==> src/rtl/mdu_pkg.sv <==
// mdu_pkg: op encodings, FSM state type and op decode helpers for mult_div_unit.
package mdu_pkg;
   localparam logic [1:0] MDU_MULT  = 2'b00;
   localparam logic [1:0] MDU_MULTU = 2'b01;
   localparam logic [1:0] MDU_DIV   = 2'b10;
   localparam logic [1:0] MDU_DIVU  = 2'b11;
   typedef enum logic [1:0] {IDLE, CALC, FIXUP, DONE} state_t;
   function automatic logic is_div(input logic [1:0] op);
      return op == MDU_DIV || op == MDU_DIVU;
   endfunction
   function automatic logic is_signed(input logic [1:0] op);
      return op == MDU_MULT || op == MDU_DIV;
   endfunction
endpackage

==> src/rtl/mdu_cond_neg.sv <==
// mdu_cond_neg: two's-complement negate of d when neg is set, pass-through otherwise.
module mdu_cond_neg #(
   parameter int WIDTH = 32
) (
   input  logic             neg,
   input  logic [WIDTH-1:0] d,
   output logic [WIDTH-1:0] q
);
   assign q = neg ? -d : d;
endmodule

==> src/rtl/mult_div_unit.sv <==
// mult_div_unit: iterative signed/unsigned MULT/DIV into HI/LO with a start/busy/done handshake.
// Define MDU_EARLY_TERM_EN to end multiply CALC once the remaining multiplier bits are all zero.
module mult_div_unit
   import mdu_pkg::*;
#(
   parameter int WIDTH = 32
) (
   input  logic             clk,
   input  logic             reset,
   input  logic             start,
   input  logic [1:0]       op,
   input  logic [WIDTH-1:0] a,
   input  logic [WIDTH-1:0] b,
   output logic             busy,
   output logic             done,
   output logic             div0,
   output logic [WIDTH-1:0] hi,
   output logic [WIDTH-1:0] lo
);
   localparam int CW = $clog2(WIDTH);
   state_t state;
   logic [1:0] op_r;
   logic [CW-1:0] cnt;
   logic [2*WIDTH-1:0] acc, mcand, res;
   logic [WIDTH-1:0] mplier, a_mag, b_mag, quo;
   logic [WIDTH:0] rem_sh, diff;
   logic neg_q, neg_r, last;
   mdu_cond_neg #(.WIDTH(WIDTH)) u_neg_a (.neg(is_signed(op) && a[WIDTH-1]), .d(a), .q(a_mag));
   mdu_cond_neg #(.WIDTH(WIDTH)) u_neg_b (.neg(is_signed(op) && b[WIDTH-1]), .d(b), .q(b_mag));
   mdu_cond_neg #(.WIDTH(WIDTH)) u_neg_quo (.neg(neg_q), .d(mplier), .q(quo));
   // The product negator also fixes the remainder sign; zero-extending it keeps the low half exact.
   mdu_cond_neg #(.WIDTH(2*WIDTH)) u_neg_res (
      .neg(is_div(op_r) ? neg_r : neg_q),
      .d(is_div(op_r) ? {{WIDTH{1'b0}}, acc[WIDTH-1:0]} : acc),
      .q(res)
   );
   assign rem_sh = {acc[WIDTH-1:0], mplier[WIDTH-1]};
   assign diff   = rem_sh - {1'b0, mcand[WIDTH-1:0]};
`ifdef MDU_EARLY_TERM_EN
   assign last = cnt == '0 || (!is_div(op_r) && mplier[WIDTH-1:1] == '0);
`else
   assign last = cnt == '0;
`endif
   always_ff @(posedge clk) begin
      if (reset) begin
         state <= IDLE;
         busy  <= 1'b0;
         done  <= 1'b0;
         div0  <= 1'b0;
         hi    <= '0;
         lo    <= '0;
      end else begin
         done <= 1'b0;
         div0 <= 1'b0;
         case (state)
            IDLE: if (start) begin
               op_r   <= op;
               acc    <= '0;
               cnt    <= CW'(WIDTH - 1);
               mcand  <= {{WIDTH{1'b0}}, is_div(op) ? b_mag : a_mag};
               mplier <= is_div(op) ? a_mag : b_mag;
               neg_q  <= is_signed(op) && (a[WIDTH-1] ^ b[WIDTH-1]);
               neg_r  <= is_signed(op) && a[WIDTH-1];
               busy   <= 1'b1;
               if (is_div(op) && b == '0) begin
                  state <= DONE;
                  done  <= 1'b1;
                  div0  <= 1'b1;
               end else
                  state <= CALC;
            end
            CALC: begin
               if (is_div(op_r)) begin
                  acc    <= {{WIDTH{1'b0}}, diff[WIDTH] ? rem_sh[WIDTH-1:0] : diff[WIDTH-1:0]};
                  mplier <= {mplier[WIDTH-2:0], !diff[WIDTH]};
               end else begin
                  acc    <= mplier[0] ? acc + mcand : acc;
                  mcand  <= mcand << 1;
                  mplier <= mplier >> 1;
               end
               cnt   <= cnt - 1'b1;
               state <= last ? FIXUP : CALC;
            end
            FIXUP: begin
               hi    <= is_div(op_r) ? res[WIDTH-1:0] : res[2*WIDTH-1:WIDTH];
               lo    <= is_div(op_r) ? quo : res[WIDTH-1:0];
               done  <= 1'b1;
               state <= DONE;
            end
            DONE: begin
               busy  <= 1'b0;
               state <= IDLE;
            end
         endcase
      end
   end
endmodule
==> config.mk <==
export PLATFORM = sky130hd
export DESIGN_NAME = mult_div_unit
export DESIGN_NICKNAME = d
export VERILOG_FILES = /design/src/rtl/mdu_pkg.sv /design/src/rtl/mdu_cond_neg.sv /design/src/rtl/mult_div_unit.sv
export SDC_FILE = /design/constraint.sdc
export NUM_CORES = 1
export LEC_CHECK = 0
export CORE_MARGIN = 5
export CORE_UTILIZATION = 55
export DETAILED_ROUTE_END_ITERATION = 10
export PLACE_DENSITY_LB_ADDON = 0.2
export SKIP_LAST_GASP = 1
export SYNTH_ARGS = -nofsm -noshare
export SYNTH_HDL_FRONTEND = slang
export SYNTH_SLANG_ARGS = --single-unit
==> constraint.sdc <==
create_clock -name clk -period 6.9 [get_ports clk]
set_input_delay 1.035 -clock clk [delete_from_list [all_inputs] [get_ports clk]]
set_output_delay 1.035 -clock clk [all_outputs]
set_load 0.01 [all_outputs]
==> results of run 1 <==
[routing by layer]
metal  wire length, um  vias to the layer above  track usage
met1             30000                     9000        0.504
met4              1900                        2       0.0848
met3              8220                      109       0.0809
met5                13                        -            0
li1                  -                     8892            -
met2             28700                     1005        0.493
[through the flow]
stage / cell area (sq um) / power [uW] / cells / util / setup slack, ns
after detailed placement: 21400 / 3280 / 2900 / 0.603 / 2.18
after global placement: 21400 / 3260 / 2900 / 0.603 / 2.29
after floorplan: 19800 / 2810 / 2411 / - / 1.63
after global routing: 22400 / 5100 / 2951 / 0.630 / 2.03
after CTS: 22400 / 4850 / 2951 / 0.630 / 2.39
final: 22400 / 4880 / 2951 / 0.630 / 2.26
[worst min-delay path by stage]
| stage | startpoint | end | slack (ns) |
|---|---|---|---|
| final | hi[13] | hi[13] | 0.45 |
| after global placement | hi[20] | hi[20] | 0.44 |
| after CTS | hi[13] | hi[13] | 0.45 |
| after global routing | hi[0] | hi[0] | 0.47 |
| after detailed placement | hi[17] | hi[17] | 0.45 |
| after floorplan | hi[20] | hi[20] | 0.47 |
[placed cells by master (no fill, tap or decap), drive strengths merged, types with 28 or more instances in the layout]
cell type / synthesis / routed
a21oi: 282 / 282
nand2: 272 / 272
nor2: 227 / 227
edfxtp: 168 / 168
o21ai: 160 / 160
clkdlybuf4s50: 0 / 133
xnor2: 128 / 128
ha: 100 / 100
xor2: 98 / 98
inv: 79 / 81
dfxtp: 69 / 69
mux2i: 67 / 67
nor3: 56 / 56
a21o: 53 / 53
and2: 49 / 49
o211ai: 44 / 44
clkbuf: 98 / 35
nand3: 33 / 33
a211oi: 28 / 28
nand2b: 28 / 28
[sequential cells by signal (all words and copies together), names as in the netlist, 2 cells and up]
name and count:
acc 64, mcand 64, hi 32, lo 32
mplier 32, cnt 5, state 2
[power by group]
group | internal, uW | switching [uW] | leakage [uW] | total, uW
logic | 581 | 916 | 0.00591 | 1500
registers | 1640 | 162 | 0.00216 | 1800
clock network | 944 | 631 | 0.000491 | 1570
[cells by family after synthesis]
family | after synthesis | share of synthesized area
DFF | 237 | 0.325
and+or+nand+nor | 819 | 0.198
buffers and inverters | 208 | 0.0398
xor gates and xnor gates | 226 | 0.100
AOI/OAI and AO/OA | 736 | 0.229
adders and majority gates | 102 | 0.0653
muxes | 83 | 0.0430
[final cells by class]
| type | count | area share |
|---|---|---|
| inverter | 79 | 0.0132 |
| clock buffer | 35 | 0.0362 |
| multi-input combinational | 1966 | 0.563 |
| clock inverter | 16 | 0.00742 |
| sequential | 237 | 0.287 |
| timing repair buffer | 157 | 0.0678 |
| tap | 461 | 0.0257 |
[critical path, delay by kind of cell, from the launching register on]
kind / cells / cell delay, ns
AOI/OAI and AO/OA: 5 / 1.26
muxes: 1 / 0.38
adders and majority gates: 1 / 0.47
buffers and inverters: 3 / 0.63
and+or+nand+nor: 4 / 1.07
DFF: 1 / 0.52
==> out/results.ini, run 1 <==
[timing]
setup_tns_ns = 0
setup-violations-final = 0
grt_setup_unrepaired = false
timing.final.crit_period_ns = 4.64
max-slew-margin-rel = 0.183
finalMaxSlewViolations = 0
max_slew.worst_pin.slew_ns = 1.21
skew_ns = 0.0240
achievable-frequency_ghz = 0.215
min_period_over_period = 0.673
final-hold-violation-count = 0
worst_hold_margin_ns = 0.452

[worst_setup_path]
critPathCapture = acc[16]
timing.critical_path.required_ns = 7.20
path_cells = inv_1 -> fa_1 -> nand2b_1 -> a21o_1 -> a31oi_1 -> o32a_1 -> a21oi_1 -> buf_4 -> and4_1 -> nor3_4 -> buf_12 -> mux2_2 -> a21oi_1 -> nor2_1
reg2reg_launch_point = acc[0]
slowest_stage_cell_cp = sky130_fd_sc_hd__nor3_4
crit_path_start_kind = flop
worstPathMaxFanout = 39
ff2ff_path_depth = 14
r2r-end = acc[16]
timing.critical_path.slowest_cell_delay_ns = 0.60
worstSetupStartpoint = acc[0]
r2r_slack_ns = 2.26
crit_path_end_kind = flop
cp_common_cell = sky130_fd_sc_hd__a21oi_1
worst-endpoint-arrival_ns = 4.94
critical_path_class = reg -> reg

[grt]
total_global_routing_overflow = 0
grt_max_degree = 87
grt_pass1_vias = 17600
initial_antenna_violation_count = 1
grt_pass1_wl_mm = 104
global_route.usage.total = 0.337

[floorplan]
die_area_sq_um = 39900
floorplan.die.height_um = 200
rows = 69
start_util = 0.556
floorplan.die.width_um = 200
design.portCount = 136
coreArea_sq_um = 35600

[drt]
detail_route.wirelength_mm = 68.8
routed_wire_length_per_instance_um = 23.3
drc = 0
dr.first_iter.drc_count = 2061
route.vias.total = 19000
route.antenna.remaining_nets = 0
post_drt_via_cell_ratio = 6.44
drt_pre_antenna_iters = 6

[place]
routabilityCongestion = 0.966
hpwlAfterDp_mm = 53.2
port-buffer-count = 135

[layout]
regArea_sq_um = 6430
layout.nets = 2640
area_delta_synth_final_pct = 13.3
post_route_cells_drive_above_1_share = 0.0502
n_antenna_cell = 0
multi_input_comb_area_sq_um = 12600
fill_cells = 3174

[worst_hold_path]
type_of_the_most_critical_hold_path = reg -> reg
min_path_cells = 2

[logic_synthesis]
yosys.cell_types.count = 83
synth_commonest_cells = sky130_fd_sc_hd__a21oi_1 (282), sky130_fd_sc_hd__nand2_1 (271), sky130_fd_sc_hd__nor2_1 (227), sky130_fd_sc_hd__edfxtp_1 (168), sky130_fd_sc_hd__xnor2_1 (128)
synth.top_cells.by_area = sky130_fd_sc_hd__edfxtp_1 (25%), sky130_fd_sc_hd__a21oi_1 (7.1%), sky130_fd_sc_hd__dfxtp_1 (7.0%)
syn-cell-area_sq_um = 19800
synth_fp_nets = 2582
synth_cells = 2411
syn-mean-instance-area_sq_um = 8.21
synthDominantCellAreaShare = 0.255
proportion_of_synthesized_chip_area_in_sequential_cells = 0.325
synth-async-reset-ratio = 0
most_frequent_cell_after_synthesis = sky130_fd_sc_hd__a21oi_1
ys_seq_elements = 237
synth_top_area_cell = sky130_fd_sc_hd__edfxtp_1
yosys_warnings = 0
synth_ff_type = sky130_fd_sc_hd__edfxtp_1
synth-edff-count = 168

[pwr]
peakVddDrop_mv = 0.242
leakage_uw = 0.00857
power-per-cell-area_nw_per_um2 = 217

[clock_network]
cts_resized = 0
cts_num_sinks = 237
clk-insertion-delay-late_ns = 0.58
cts_made_buffers = 28
postcts_setup_bufs = 0
worst_setup_hold_path_clk_slew_ns = 0.06
cts_root_buffer = sky130_fd_sc_hd__clkbuf_16
ctsHtreeMaxLevel = 1
postCtsHoldBufs = 0
cts.path.max_buffers = 3
cts_tree = done

[outcome]
outcome = completed

[run]
max-cap-violations = 0

Power figures use the tool's default switching activity.
==> run 2: changes to the inputs <==
- clock period: 6.9 -> 4.7 ns (I/O delays scaled with it)
==> run 2 against run 1 <==
Flip-flop and latch count stayed put. Register-to-register slack worse by 2.0 ns. Sequential share of layout area is 0.10 points lower. Power is 44% higher. Routed wire length is 0.49% higher.
==> out/results.ini, run 2 (synthesized netlist as in run 1, its figures left out) <==
[outcome]
outcome = completed

[grt]
grt_pass1_wl_mm = 104  ; -0.17%
global_route.usage.total = 0.335  ; -0.00214
initial_antenna_violation_count = 1  ; unchanged
total_global_routing_overflow = 0  ; unchanged
grt_pass1_vias = 17700  ; +0.77%
grt_max_degree = 79  ; -9.2%

[timing]
finalMaxSlewViolations = 0  ; unchanged
min_period_over_period = 0.936  ; +0.264
worst_hold_margin_ns = 0.446  ; -0.00640 ns
achievable-frequency_ghz = 0.227  ; +5.5%
max_slew.worst_pin.slew_ns = 1.08  ; -0.137 ns
skew_ns = 0.0271  ; +0.00308 ns
setup-violations-final = 0  ; unchanged
max-slew-margin-rel = 0.283  ; +0.0999
timing.final.crit_period_ns = 4.40  ; -0.241 ns
setup_tns_ns = 0  ; unchanged
grt_setup_unrepaired = false
final-hold-violation-count = 0  ; unchanged

[worst_hold_path]
worstHoldStart = hi[25]
type_of_the_most_critical_hold_path = reg -> reg

[clock_network]
postcts_setup_bufs = 0  ; unchanged
ctsHtreeMaxLevel = 1  ; unchanged
postCtsHoldBufs = 0  ; unchanged
cts_tree = done
cts_resized = 0  ; unchanged
clk-insertion-delay-late_ns = 0.57  ; about the same
cts_num_sinks = 237  ; unchanged
cts_root_buffer = sky130_fd_sc_hd__clkbuf_16
cts_made_buffers = 28  ; unchanged
cts.path.max_buffers = 3  ; unchanged
worst_setup_hold_path_clk_slew_ns = 0.07  ; about the same

[pwr]
power-per-cell-area_nw_per_um2 = 311  ; +43%
peakVddDrop_mv = 0.359  ; +48%
leakage_uw = 0.00862  ; +0.60%
power_uw = 7000  ; +44%

[floorplan]
design.portCount = 136  ; unchanged
start_util = 0.556  ; unchanged
rows = 69  ; unchanged
floorplan.die.height_um = 200  ; unchanged
die_area_sq_um = 39900  ; unchanged
coreArea_sq_um = 35600  ; unchanged
floorplan.die.width_um = 200  ; unchanged

[worst_setup_path]
worstSetupStartpoint = mplier[31]
crit_path_end_kind = flop
timing.critical_path.required_ns = 4.98  ; -2.22 ns
reg2reg_launch_point = mplier[31]
critical_path_class = reg -> reg
worstPathMaxFanout = 55  ; +41%
crit_path_start_kind = flop
worst-endpoint-arrival_ns = 4.68  ; -0.26 ns

[layout]
post_route_cells_drive_above_1_share = 0.0554  ; +0.00522
layout_common_cells = sky130_fd_sc_hd__a21oi_1 (281), sky130_fd_sc_hd__nand2_1 (270), sky130_fd_sc_hd__nor2_1 (226)
layout.nets = 2657  ; +0.64%
layout_commonest_cell = sky130_fd_sc_hd__a21oi_1
n_antenna_cell = 0  ; unchanged
area_delta_synth_final_pct = 13.7
top_regs = acc (64), mcand (64)
fill_cells = 3194  ; +0.63%

[drt]
route.antenna.remaining_nets = 0  ; unchanged
detail_route.wirelength_mm = 69.2  ; +0.49%
post_drt_via_cell_ratio = 6.50  ; +0.87%
drc = 0  ; unchanged
routed_wire_length_per_instance_um = 23.3  ; -0.12%
dr.first_iter.drc_count = 2122  ; +3.0%
route.vias.total = 19300  ; +1.5%
drt_pre_antenna_iters = 5  ; -1

[run]
max-cap-violations = 0  ; unchanged

[place]
port-buffer-count = 135  ; unchanged
routabilityCongestion = 1.00  ; +3.9%
hpwlAfterDp_mm = 53.7  ; +0.89%

## run 2: cell count changes in the layout (fill, tap and decap cells not counted), sizes merged
cell / before / now
buf: 24 / 41
clkbuf: 35 / 39
bufinv: 3 / 0
## run 2: where the power goes
part	total (uW)	internal (uW)	leakage (uW)	switching, uW
Sequential	2630	2410	0.00216	218
Clock	2110	1200	0.000445	908
Combinational	2270	873	0.00601	1390
Total	7000	4480	0.00862	2520
## run 2: per-layer routing
| layer | vias to the layer above | GRT usage | routed length (um) | share of wire |
|---|---|---|---|---|
| met2 | 1024 | 0.486 | 28200 | 0.41 |
| met5 | - | 0 | 0 | 0 |
| met4 | 0 | 0.0926 | 2200 | 0.032 |
| li1 | 8915 | - | - | - |
| met1 | 9219 | 0.509 | 31000 | 0.45 |
| met3 | 133 | 0.0651 | 7680 | 0.11 |
## run 2: path summary, 6_finish.rpt
| path | endpoint | slack, ns | depth (start not counted) |
|---|---|---|---|
| min reg2reg | hi[25] | 0.45 | 2 |
| max reg2reg | acc[31] | 0.30 | 13 |
| max | acc[31] | 0.30 | 13 |
| min | hi[25] | 0.45 | 2 |
## run 2: area by class of cell
class                   count  area (sq um)  share of cell area
multi-input cells        1966         12600               0.562
flip-flops and latches    237          6430               0.286
repair buffers            174          1680              0.0748
clock buffers              39           806              0.0358
well taps                 461           577              0.0256
inverters                  79           297              0.0132
clock inverters            13          75.1             0.00334
## run 2: worst max-delay path: stages, from the launching register on
cell and delay, ns:
sky130_fd_sc_hd__edfxtp_1 0.47, sky130_fd_sc_hd__inv_1 0.15, sky130_fd_sc_hd__ha_1 0.25, sky130_fd_sc_hd__fa_1 0.42
sky130_fd_sc_hd__nand2b_1 0.20, sky130_fd_sc_hd__a21o_1 0.18, sky130_fd_sc_hd__a31oi_1 0.40, sky130_fd_sc_hd__o32a_1 0.34
sky130_fd_sc_hd__a21oi_1 0.25, sky130_fd_sc_hd__a2111oi_4 0.51, sky130_fd_sc_hd__nor3_4 0.09, sky130_fd_sc_hd__buf_12 0.21
sky130_fd_sc_hd__a2111oi_0 0.49, sky130_fd_sc_hd__o22ai_1 0.16
## run 2: per-stage QoR
stage | utilization | setup WS (ns) | std cells | cell area, sq um
final | 0.633 | 0.300 | 2969 | 22500
after global routing | 0.633 | 0.110 | 2969 | 22500
after CTS | 0.632 | 0.311 | 2969 | 22500
after detailed placement | 0.607 | 0.334 | 2917 | 21600
after global placement | 0.607 | 0.451 | 2917 | 21600
after floorplan | - | 0.0373 | 2411 | 19800
==> RTL edit 1: new RTL, settings of run 2 <==
Build with the macro `MDU_EARLY_TERM_EN` defined.
--- a/src/rtl/mult_div_unit.sv
+++ b/src/rtl/mult_div_unit.sv
@@ -1,4 +1,6 @@
 // mult_div_unit: iterative signed/unsigned MULT/DIV into HI/LO with a start/busy/done handshake.
 // Define MDU_EARLY_TERM_EN to end multiply CALC once the remaining multiplier bits are all zero.
+`define MDU_EARLY_TERM_EN
+
 module mult_div_unit
    import mdu_pkg::*;
Formal check against the unedited RTL: not equivalent (Yosys sat finds a counterexample within 4 cycles, from zero or initial values and one cycle with reset high).
==> RTL edit 1 against run 2 <==
  * Synthesized cell count down 2.3%
  * Worst setup slack better by 0.24 ns
  * Routed wire length down 9.9%
  * Power down 1.4%
  * Sequential cell count unchanged
  * Via count down 5.5%
  * Cell area down 0.94%
  * Area after synthesis down 1.5%
  * Critical path type unchanged
==> RTL edit 1: results (changes against run 2) <==
status=complete, no violations (unchanged); reg2reg setup slack=0.54 ns (was 0.30 ns); post-synthesis cell count=2356 (was 2411); Worst Hold End=hi[23]$_SDFFE_PP0P_ (was hi[25]$_SDFFE_PP0P_); Total GRT Usage=30.6% (was 33.5%); fraction of layout cells with a size suffix above 1=5.93% (was 5.54%); pin count of the biggest net entering global routing=70 (was 79); Worst-Margin Slew=1.08 ns (about the same); post-synth net total=2527 (was 2582); worst hold start=hi[23]$_SDFFE_PP0P_ (was hi[25]$_SDFFE_PP0P_); Cells after DPL=2871 (was 2917); top cells by count, synth=a21oi_1 (260), nand2_1 (256), nor2_1 (235), edfxtp_1 (168), o21ai_0 (148) (was a21oi_1 (282), nand2_1 (271), nor2_1 (227), edfxtp_1 (168), xnor2_1 (128)); vias in the first global route=17200 (was 17700); Reg-to-Reg End=acc[61]$_SDFFCE_PP0P_ (was acc[31]$_SDFFCE_PN0P_); RR Startpoint=acc[32]$_SDFFCE_PP0P_ (was mplier[31]$_DFFE_PP_); hold path cells=2 (unchanged); initial antenna violation count=0 (was 1); crit path max fanout=6 (was 55); # nets final=2611 (was 2657); filler cell count in the final layout=3089 (was 3194); Vias/cell=6.24 (was 6.50); Largest regs=acc x64, mcand x64 (unchanged); leakage power=8.60 nW (was 8.62 nW); Worst R2R Path Depth=11 (was 13); register area share after synthesis=33.0% (was 32.5%); worst vdd ir=0.292 mV (was 0.359 mV); Post-Route WL=62300 um (was 69200 um); Worst Skew=0.0119 ns (was 0.0271 ns); largest cells by area after synthesis=edfxtp_1 (26%), dfxtp_1 (7.1%), a21oi_1 (6.7%), ha_1 (6.4%), xnor2_1 (5.8%) (was edfxtp_1 (25%), a21oi_1 (7.1%), dfxtp_1 (7.0%), ha_1 (6.3%), xnor2_1 (5.7%)); CP arrival=4.47 ns (was 4.68 ns); Crit path largest cell delay=0.88 ns (was 0.51 ns); Synth cell types=80 (was 83); Detailed Route Iter0 Violations=1990 (was 2122); first-pass GRT wire length=96300 um (was 104000 um); drt first pass iters=5 (unchanged); dpl hpwl=49100 um (was 53700 um); drt wl/cell=21.3 um (was 23.3 um); Slowest cell on crit path=a2111oi_0 (was a2111oi_4); RD Place Congestion=1.00 (about the same)
## RTL edit 1: cell types whose count changed after synthesis, sizes merged, moves of 12 or more
cell / delta
a21oi: -22
nand2: -16
a21o: -12
o211ai: -12
o22ai: +12
## RTL edit 1: cell type report
| type | count | area [um2] | area share, % |
|---|---|---|---|
| Clock buffer | 46 | 872 | 3.91 |
| Clock inverter | 6 | 67.6 | 0.303 |
| Inverter | 85 | 319 | 1.43 |
| Multi-Input combinational cell | 1907 | 12300 | 55.2 |
| Sequential cell | 237 | 6430 | 28.8 |
| Tap cell | 461 | 577 | 2.59 |
| Timing Repair Buffer | 181 | 1720 | 7.74 |
## RTL edit 1: layer usage
| metal | vias up | track usage [%] | share of wire [%] |
|---|---|---|---|
| met5 | - | 0 | 0 |
| met4 | 0 | 7.32 | 2.3 |
| met3 | 103 | 4.36 | 8.6 |
| met2 | 802 | 47.2 | 43 |
| met1 | 8605 | 45.7 | 46 |
| li1 | 8723 | - | - |
## RTL edit 1: kinds of logic after synthesis
group	synth area share [%]
and+or+nand+nor	18.2
xor gates and xnor gates	10.6
AOI/OAI and AO/OA	23.1
adders and majority gates	6.63
muxes	4.42
DFF	33.0
buffers and inverters	4.12
## RTL edit 1: report_power, final
group	switching, mW	internal [mW]	leakage [nW]	total [mW]
Clock	0.912	1.32	0.459	2.23
Combinational	1.24	0.844	5.97	2.08
Sequential	0.188	2.40	2.17	2.59
## RTL edit 1: how the worst max path moves through the flow
stage                                startpoint                    end  depth (start not counted)
after floorplan               op_r[1]$_DFFE_PP_   acc[0]$_SDFFCE_PN0P_                          7
after global placement     acc[6]$_SDFFCE_PN0P_  acc[61]$_SDFFCE_PP0P_                         11
after detailed placement   mplier[31]$_DFFE_PP_   acc[0]$_SDFFCE_PN0P_                         14
after CTS                  acc[6]$_SDFFCE_PN0P_  acc[61]$_SDFFCE_PP0P_                         11
after global routing       acc[0]$_SDFFCE_PN0P_   acc[4]$_SDFFCE_PN0P_                         13
final                     acc[32]$_SDFFCE_PP0P_  acc[61]$_SDFFCE_PP0P_                         11
## RTL edit 1: worst min-delay path, cell delays in order (launching register included)
cell and delay [ns]:
dfxtp_1 0.31, nand2_1 0.05, a21oi_1 0.05
## RTL edit 1: stage by stage
stage	utilization [%]	area, um2	setup slack [ns]	hold slack (ns)	total power, mW
final	63.1	22300	0.545	0.454	6.90
after global routing	63.1	22300	0.331	0.471	7.21
after detailed placement	60.5	21300	0.663	0.448	4.65
after global placement	60.5	21300	0.612	0.443	4.63
after CTS	63.1	22300	0.624	0.456	6.88
after floorplan	-	19500	0.462	0.476	4.02
==> RTL edit 2: new RTL, settings of run 2 <==
Without the edit above. Re-encode `state_t` (4 states) as one-hot, 4 bits wide.
--- a/src/rtl/mdu_pkg.sv
+++ b/src/rtl/mdu_pkg.sv
@@ -5,5 +5,5 @@
    localparam logic [1:0] MDU_DIV   = 2'b10;
    localparam logic [1:0] MDU_DIVU  = 2'b11;
-   typedef enum logic [1:0] {IDLE, CALC, FIXUP, DONE} state_t;
+   typedef enum logic [3:0] {IDLE = 4'b0001, CALC = 4'b0010, FIXUP = 4'b0100, DONE = 4'b1000} state_t;
    function automatic logic is_div(input logic [1:0] op);
       return op == MDU_DIV || op == MDU_DIVU;
Function: no difference found for any inputs over 10 cycles, from zero or initial values and one cycle with reset high; not proved beyond that.
==> RTL edit 2 against run 2 <==
  * Clock power increased by 9%
  * Highest routed layer is now met5
  * Sequential share of layout area barely moved
  * Critical endpoint is now acc[29]$_SDFFCE_PN0P_
  * Worst setup slack improved by 0.22 ns
  * Sequential cell count up 2
  * Routed wire length rose by 0.39%
  * Power decreased by 3.2%
  * Area after synthesis up 0.79%
  * Cell area grew 0.79%
  * Largest power group unchanged
==> RTL edit 2: results (changes against run 2) <==
Crit path largest cell delay=0.93 ns (was 0.51 ns); top cells by count, synth=nand2_1 (249), a21oi_1 (239), nor2_1 (228), o21ai_0 (185), edfxtp_1 (168) (was a21oi_1 (282), nand2_1 (271), nor2_1 (227), edfxtp_1 (168), xnor2_1 (128)); filler cell count in the final layout=3135 (was 3194); Top Layer Used=met5 (was met4); register area share after synthesis=32.4% (was 32.5%); WL met3=8100 um (was 7680 um); max_slew headroom=29.3% (was 28.3%); largest cells by area after synthesis=edfxtp_1 (25%), dfxtp_1 (7.1%), ha_1 (6.3%), a21oi_1 (6.0%), xnor2_1 (5.5%) (was edfxtp_1 (25%), a21oi_1 (7.1%), dfxtp_1 (7.0%), ha_1 (6.3%), xnor2_1 (5.7%)); post-synthesis mux area share=3.14% (was 4.30%); crit path max fanout=7 (was 55); worst vdd ir=0.346 mV (was 0.359 mV); Detailed Route Iter0 Violations=2564 (was 2122); # nets final=2668 (was 2657); clk sinks=239 (was 237); DR WL met2=27900 um (was 28200 um); pre-CTS WS=0.608 ns (was 0.334 ns); drt wl/cell=23.3 um (about the same); multi-input logic area=0.0127 mm2 (was 0.0126 mm2); drt first pass iters=8 (was 5); first-pass GRT wire length=106000 um (was 104000 um); multi-input combinational cell count=1968 (was 1966); Total GRT Usage=32.9% (was 33.5%); CP arrival=4.48 ns (was 4.68 ns); vias in the first global route=17800 (was 17700); Worst Skew=0.0157 ns (was 0.0271 ns); status=complete, no violations (unchanged); initial antenna violation count=5 (was 1); leakage power=8.54 nW (was 8.62 nW); number of clock buffers in the layout=47 (was 39); Non-clock buffer share=7.36% (was 7.48%); Slowest cell on crit path=a2111oi_0 (was a2111oi_4); clock network share of area=4.26% (was 3.91%); fraction of layout cells with a size suffix above 1=5.08% (was 5.54%); Cells after DPL=2928 (was 2917); pin count of the biggest net entering global routing=87 (was 79); via count=19400 (was 19300); RD Place Congestion=1.07 (was 1.00); Final Core Density=63.6% (was 63.3%); WL met1=30900 um (was 31000 um); dpl hpwl=54100 um (was 53700 um)
[RTL edit 2: power by group]
part / internal, mW / leakage [nW] / switching [mW]
Combinational: 0.724 / 5.93 / 1.19
Sequential: 2.40 / 2.14 / 0.168
Clock: 1.38 / 0.468 / 0.917
[RTL edit 2: per-layer routing]
metal	vias to the layer above	global-route usage (%)
li1	8999	-
met1	9065	50.9
met2	1182	46.8
met3	169	5.69
met4	2	9.71
met5	-	0
[RTL edit 2: path summary, 6_finish.rpt]
check,cells past startpoint,start,end,slack [ns]
setup / recovery,11,acc[0]$_SDFFCE_PN0P_,acc[29]$_SDFFCE_PN0P_,0.52
hold / removal,2,lo[11]$_SDFFE_PP0P_,lo[11]$_SDFFE_PP0P_,0.45
setup reg to reg,11,acc[0]$_SDFFCE_PN0P_,acc[29]$_SDFFCE_PN0P_,0.52
hold reg to reg,2,lo[11]$_SDFFE_PP0P_,lo[11]$_SDFFE_PP0P_,0.45
